`src/rtl/adc_c2h_packer.sv`:
```
// Packs enabled ADC samples, sign-extended to 32-bit lanes, into AXI-Stream beats for XDMA C2H; one channel per cycle.
// First beat appears about 1 + (index of the LANES-th enabled channel) cycles after frame_valid; a full FIFO stalls the walk and later frames are dropped.
module adc_c2h_packer #(
  parameter int ADC_CHANNELS   = 4,
  parameter int ADC_DATA_WIDTH = 18,
  parameter int C_DATA_WIDTH   = 128,
  parameter int PKT_BEATS      = 1024,
  parameter int FIFO_DEPTH     = 16
) (
  input  logic                                   axi_aclk,
  input  logic                                   rst,
  input  logic                                   acq_en,
  input  logic                                   frame_valid,
  input  logic [ADC_DATA_WIDTH*ADC_CHANNELS-1:0] adc_a_data_arr,
  input  logic [ADC_DATA_WIDTH*ADC_CHANNELS-1:0] adc_b_data_arr,
  input  logic [2*ADC_CHANNELS-1:0]              channel_mask,
  output logic [C_DATA_WIDTH-1:0]                m_axis_tdata,
  output logic [C_DATA_WIDTH/8-1:0]              m_axis_tkeep,
  output logic                                   m_axis_tvalid,
  input  logic                                   m_axis_tready,
  output logic                                   m_axis_tlast,
  output logic                                   overflow,
  output logic [31:0]                            frame_count
);
  localparam int LANES = C_DATA_WIDTH / 32;
  localparam int NK    = 2 * ADC_CHANNELS;
  localparam int KW    = $clog2(NK);
  localparam int LW    = $clog2(LANES);
  localparam int BW    = $clog2(PKT_BEATS);
  localparam int AW    = $clog2(FIFO_DEPTH);
  localparam int KB    = C_DATA_WIDTH / 8;

  typedef enum logic [1:0] {IDLE, WALK, FLUSH} state_t;

  state_t                       state_q;
  logic [NK*ADC_DATA_WIDTH-1:0] frame_q;
  logic [NK-1:0]                mask_q;
  logic [KW-1:0]                k_q;
  logic [LW-1:0]                lane_q;
  logic [C_DATA_WIDTH-1:0]      beat_q;
  logic [BW-1:0]                beat_cnt_q;
  logic                         acq_q;
  logic                         flush_pend_q;
  logic                         overflow_q;
  logic [31:0]                  frame_cnt_q;
  logic [AW-1:0]                wr_ptr_q;
  logic [AW-1:0]                rd_ptr_q;
  logic [AW:0]                  count_q;

  logic [C_DATA_WIDTH-1:0] mem_data [FIFO_DEPTH];
  logic [KB-1:0]           mem_keep [FIFO_DEPTH];
  logic                    mem_last [FIFO_DEPTH];

  logic [31:0] ext [NK];
  for (genvar i = 0; i < NK; i++) begin : g_ext
    assign ext[i] = {{(33-ADC_DATA_WIDTH){frame_q[i*ADC_DATA_WIDTH + ADC_DATA_WIDTH-1]}},
                     frame_q[i*ADC_DATA_WIDTH +: ADC_DATA_WIDTH-1]};
  end

  logic [31:0]             sample;
  logic                    en_k, last_k, lane_last, beat_last;
  logic                    pop, full, space, stall;
  logic                    walk_push, flush_push, push, force_last;
  logic                    rise, fall, accept, drop;
  logic [C_DATA_WIDTH-1:0] push_data;
  logic [KB-1:0]           push_keep;
  logic                    push_last;

  always_comb begin
    sample     = ext[k_q];
    en_k       = mask_q[k_q];
    last_k     = (k_q == KW'(NK-1));
    lane_last  = (lane_q == LW'(LANES-1));
    beat_last  = (beat_cnt_q == BW'(PKT_BEATS-1));
    pop        = m_axis_tvalid & m_axis_tready;
    full       = (count_q == (AW+1)'(FIFO_DEPTH));
    space      = ~full | pop;
    stall      = (state_q == WALK) & en_k & lane_last & ~space;
    walk_push  = (state_q == WALK) & en_k & lane_last & space;
    flush_push = (state_q == FLUSH) & (lane_q != '0) & space;
    push       = walk_push | flush_push;
    // Only a beat queued behind the visible head may have tlast retrofitted.
    force_last = (state_q == FLUSH) & (lane_q == '0) & (beat_cnt_q != '0) & (count_q >= (AW+1)'(2));
    rise       = acq_en & ~acq_q;
    fall       = ~acq_en & acq_q;
    accept     = frame_valid & acq_en & (state_q == IDLE);
    drop       = frame_valid & ((state_q != IDLE) | ~acq_en);
    push_data  = beat_q;
    push_keep  = '1;
    push_last  = 1'b1;
    if (state_q == WALK) begin
      push_data[C_DATA_WIDTH-32 +: 32] = sample;
      push_last = beat_last;
    end else begin
      push_keep = '0;
      for (int l = 0; l < LANES; l++) begin
        if (l < int'(lane_q)) push_keep[l*4 +: 4] = 4'hF;
      end
    end
  end

  always_ff @(posedge axi_aclk) begin
    if (rst) begin
      state_q      <= IDLE;
      frame_q      <= '0;
      mask_q       <= '0;
      k_q          <= '0;
      lane_q       <= '0;
      beat_q       <= '0;
      beat_cnt_q   <= '0;
      acq_q        <= 1'b0;
      flush_pend_q <= 1'b0;
      overflow_q   <= 1'b0;
      frame_cnt_q  <= '0;
      wr_ptr_q     <= '0;
      rd_ptr_q     <= '0;
      count_q      <= '0;
    end else begin
      acq_q       <= acq_en;
      overflow_q  <= (overflow_q & ~rise) | drop;
      frame_cnt_q <= (rise ? 32'd0 : frame_cnt_q) + {31'd0, accept};
      if (fall) flush_pend_q <= 1'b1;
      else if (rise || state_q == FLUSH) flush_pend_q <= 1'b0;

      if (push) wr_ptr_q <= wr_ptr_q + 1'b1;
      if (pop)  rd_ptr_q <= rd_ptr_q + 1'b1;
      if (push && !pop)      count_q <= count_q + 1'b1;
      else if (!push && pop) count_q <= count_q - 1'b1;

      case (state_q)
        IDLE: begin
          if (accept) begin
            frame_q <= {adc_b_data_arr, adc_a_data_arr};
            mask_q  <= channel_mask;
            k_q     <= '0;
            state_q <= WALK;
          end else if (flush_pend_q) begin
            state_q <= FLUSH;
          end
        end
        WALK: begin
          if (!stall) begin
            if (en_k) begin
              if (lane_last) begin
                beat_q     <= '0;
                lane_q     <= '0;
                beat_cnt_q <= beat_last ? '0 : beat_cnt_q + 1'b1;
              end else begin
                beat_q[lane_q*32 +: 32] <= sample;
                lane_q <= lane_q + 1'b1;
              end
            end
            k_q <= k_q + 1'b1;
            if (last_k) state_q <= acq_en ? IDLE : FLUSH;
          end
        end
        FLUSH: begin
          if (lane_q == '0 || space) begin
            beat_q     <= '0;
            lane_q     <= '0;
            beat_cnt_q <= '0;
            state_q    <= IDLE;
          end
        end
        default: state_q <= IDLE;
      endcase
      if (rise) beat_cnt_q <= '0;
    end
  end

  always_ff @(posedge axi_aclk) begin
    if (push) begin
      mem_data[wr_ptr_q] <= push_data;
      mem_keep[wr_ptr_q] <= push_keep;
      mem_last[wr_ptr_q] <= push_last;
    end
    if (force_last) mem_last[wr_ptr_q - 1'b1] <= 1'b1;
  end

  assign m_axis_tvalid = (count_q != '0);
  assign m_axis_tdata  = m_axis_tvalid ? mem_data[rd_ptr_q] : '0;
  assign m_axis_tkeep  = m_axis_tvalid ? mem_keep[rd_ptr_q] : '0;
  assign m_axis_tlast  = m_axis_tvalid & mem_last[rd_ptr_q];
  assign overflow      = overflow_q;
  assign frame_count   = frame_cnt_q;
endmodule

```
`config.mk`:
```
export PLATFORM = sky130hd
export DESIGN_NAME = adc_c2h_packer
export DESIGN_NICKNAME = d
export VERILOG_FILES = /design/src/rtl/adc_c2h_packer.sv
export SDC_FILE = /design/constraint.sdc
export NUM_CORES = 2
export LEC_CHECK = 0
export ABC_CLOCK_PERIOD_IN_PS = 10400
export BUFFER_PORTS_ARGS = -buffer_cell sky130_fd_sc_hd__buf_2
export CORE_MARGIN = 10
export CORE_UTILIZATION = 35
export DETAILED_ROUTE_END_ITERATION = 8
export GPL_ROUTABILITY_DRIVEN = 0
export MAX_ROUTING_LAYER = met4
export SETUP_SLACK_MARGIN = 0.15
export SLEW_MARGIN = 20
export SYNTH_ARGS = -nofsm -noshare
export SYNTH_HDL_FRONTEND = slang
export SYNTH_SLANG_ARGS = --single-unit
```
`constraint.sdc`:
```
create_clock -name axi_aclk -period 10.4 [get_ports axi_aclk]
set_clock_uncertainty 0.1 [all_clocks]
set_input_delay 0.52 -clock axi_aclk [delete_from_list [all_inputs] [get_ports axi_aclk]]
set_output_delay 0.52 -clock axi_aclk [all_outputs]
set_load 0.01 [all_outputs]
```
==> run metrics <==
cell count after placement between 5000 and 6000; Root Driver clkbuf_16; fin crit period between 5 and 6 ns; Hold Crit Class in -> reg; Slew headroom 0.2290; status finished, final reports clean; Synth area leader edfxtp_1; Hold Fails Final Rpt 0; worst slew pin tran roughly 1.2 ns; register area share after synthesis 0.7090; most common cell after layout, fill and taps aside edfxtp_1; switching power around 3.6 mW; Reg clk slew, reported paths about 0.060 ns; vias per inst 5.125; initial antenna violation count 14; launch point of the worst path state_q[0]; Setup WS post-layout roughly 4.6 ns; full die area 189800 sq um; CTS Sinks ~1500; Setup Buffers After CTS 0; Internal around 11 mW; post-synth top area share 0.6119; Finish-stage setup viols 0; hold_buf cts between 150 and 200; max incr delay on CP 0.75 ns; Post-synth EDFFs 1232; Sw Share 0.2521; drt first pass iters 6; critical path capture point type flop; post-DR wirelength/cell approximately 24 um; global-route wire length before repair about 230 mm; required time worst endpoint between 10 and 15 ns; Syn Area/Cell approximately 18 sq um; Iter 0 DRT Violations ~2900; Residual DRC 0; largest net degree at the start of global routing 151; Top FF cell, synth edfxtp_1; crit path cell chain nand2b_1, inv_2, nand2_1, o31ai_1, and2_1, nand2_1, nor2_4, buf_4, buf_4; Total Power roughly 14 mW; crit path DAT just over 6 ns; Syn Nets ~3600; R2R depth 9; row cnt roughly 150; core area approximately 170000 sq um; synth warn 0; final core utilization 0.4123; nets@finish between 4000 and 5000; Post-Layout Inst Area slightly above 70000 sq um; Routed Antenna Nets 0; final period utilization 0.5618; CP Launch Type flop; Worst setup endpoint mem_data[13][68]; leakage power 22.33 nW; max-cap violation count 0; Post-Route WL between 150 and 200 mm; RSZ-0062 raised after global routing no; Synth Register Bits roughly 1500; reg2reg start state_q[0]; Die H around 440 um; VDD IR-drop max approximately 200 uV; placed cell areas 64220 sq um; combinational share of power 0.159; layout cell share with drive strength beyond 1 0.2718; DP Worst Slack between 4 and 5 ns; Port-buffer cells 335; Die Width roughly 440 um; via count of the first global-routing pass about 34000; area grow syn2layout 17.11%; Clock power frac 0.380; largest cells by area after synthesis edfxtp_1, mux4_2, dfxtp_1; Non-Filler Instances around 6300; commonest cells after routing, fill and taps aside edfxtp_1, nand2_1, mux4_2, buf_2, dfxtp_1; Post-Syn Area about 60000 sq um; Worst-Skew Late Latency 0.78 ns; Synth async-reset ratio 0; CTS buffer count between 150 and 200; WHS a little over 0.1 ns; Ports between 300 and 400; via count 32380; WS Path Type reg -> reg; reg2reg end mem_data[13][68]; Sequential Power Share 0.461; Final Slew Violations 0; CP max FO 39; Initial Utilization 0.3520; Setup TNS Final 0 ns; CTS tree built; GRT Resource Usage Total 0.1639; clock buffer depth 3; Post-CTS Resized 0; Cells after Synth around 3400; dpl hpwl 88.73 mm; worst reg2reg setup slack ~4.6 ns; Peak Freq approximately 0.17 GHz; grt total ovfl 0; CTS H-tree depth 4; Pwr Density slightly above 200 nW/um^2; synth unique cells 55; slowest CP cell inv_2
routing by layer:
layer / wire, um / GRT usage
met1: 66340 / 0.2192
met2: 74940 / 0.2616
met3: 10040 / 0.03008
met4: 2949 / 0.03569
met5: 0 / -
synthesized netlist by cell type, drive strengths merged, types with 2 or more instances:
library cell,instances
a32oi,2
a31oi,6
mux4,421
buf,157
or3,12
nand3,23
mux2,21
nor3,18
nand2,469
o21a,4
ha,21
inv,13
o32a,2
a21o,2
mux2i,81
and2,84
clkbuf,117
nor4,8
and3,10
nand2b,82
a21oi,178
or2,3
o21ai,12
a211oi,2
nor2b,4
xor2,23
nor4b,2
nand4,16
xnor2,18
and4,6
edfxtp,1232
dfxtp,293
nor2,95
o31a,2
registers in the layout, indices dropped and copies added, names as in the netlist, 2 cells and up, named ones only:
register and cells:
mem_keep 64, beat_q 72, wr_ptr_q 4, lane_q 2, beat_cnt_q 10, mem_data 1152
mask_q 8, mem_last 16, frame_count 32, frame_q 144, count_q 5, rd_ptr_q 4
k_q 3, state_q 2
area by class of cell:
class / instances / area, sq um
Clock buffer: 210 / 4333
Fill cell: 15160 / 100900
Inverter: 13 / 51.30
Antenna cell: 3 / 7.507
Sequential cell: 1525 / 42880
Tap cell: 2310 / 2890
Multi-Input combinational cell: 1634 / 16270
Timing Repair Buffer: 546 / 3714
Clock inverter: 78 / 649.4
power groups by stage:
stage          clock network (mW)  logic [mW]  registers [mW]
4_1_cts                      5.58        2.36            6.64
3_3_place_gp                    0        2.31            6.77
3_5_place_dp                    0        2.31            6.77
6_report                     5.46        2.29            6.63
2_1_floorplan                   0        1.71            6.70
5_1_grt                      5.81        2.48            6.64
logic make-up after synthesis:
kind of cell             after synthesis  synth area share
flip-flops                          1525            0.7090
AND/OR/NAND/NOR                      835           0.06319
multiplexers                         523            0.1742
buffers and inverters                287           0.02413
AO/OA/AOI/OAI                        213           0.01894
XOR/XNOR                              41          0.005940
adder cells (fa/ha/maj)               22          0.004677
critical path, delay by kind of cell (launching register included):
kind | cells | cell delay, ns
buf+inv | 3 | 1.97
compound gates | 1 | 0.53
simple gates | 5 | 2.31
flops | 1 | 0.48
how the worst min path moves through the flow:
stage	slack, ns	to	startpoint	depth (start not counted)
5_1_grt	0.09	frame_count[15]	rst	2
4_1_cts	0.06	frame_count[23]	rst	2
3_3_place_gp	0.34	frame_q[121]	frame_q[121]	2
2_1_floorplan	0.33	mask_q[2]	mask_q[2]	2
3_5_place_dp	0.35	frame_q[47]	frame_q[47]	2
6_report	0.10	frame_count[15]	rst	2
Power figures use the tool's default switching activity.
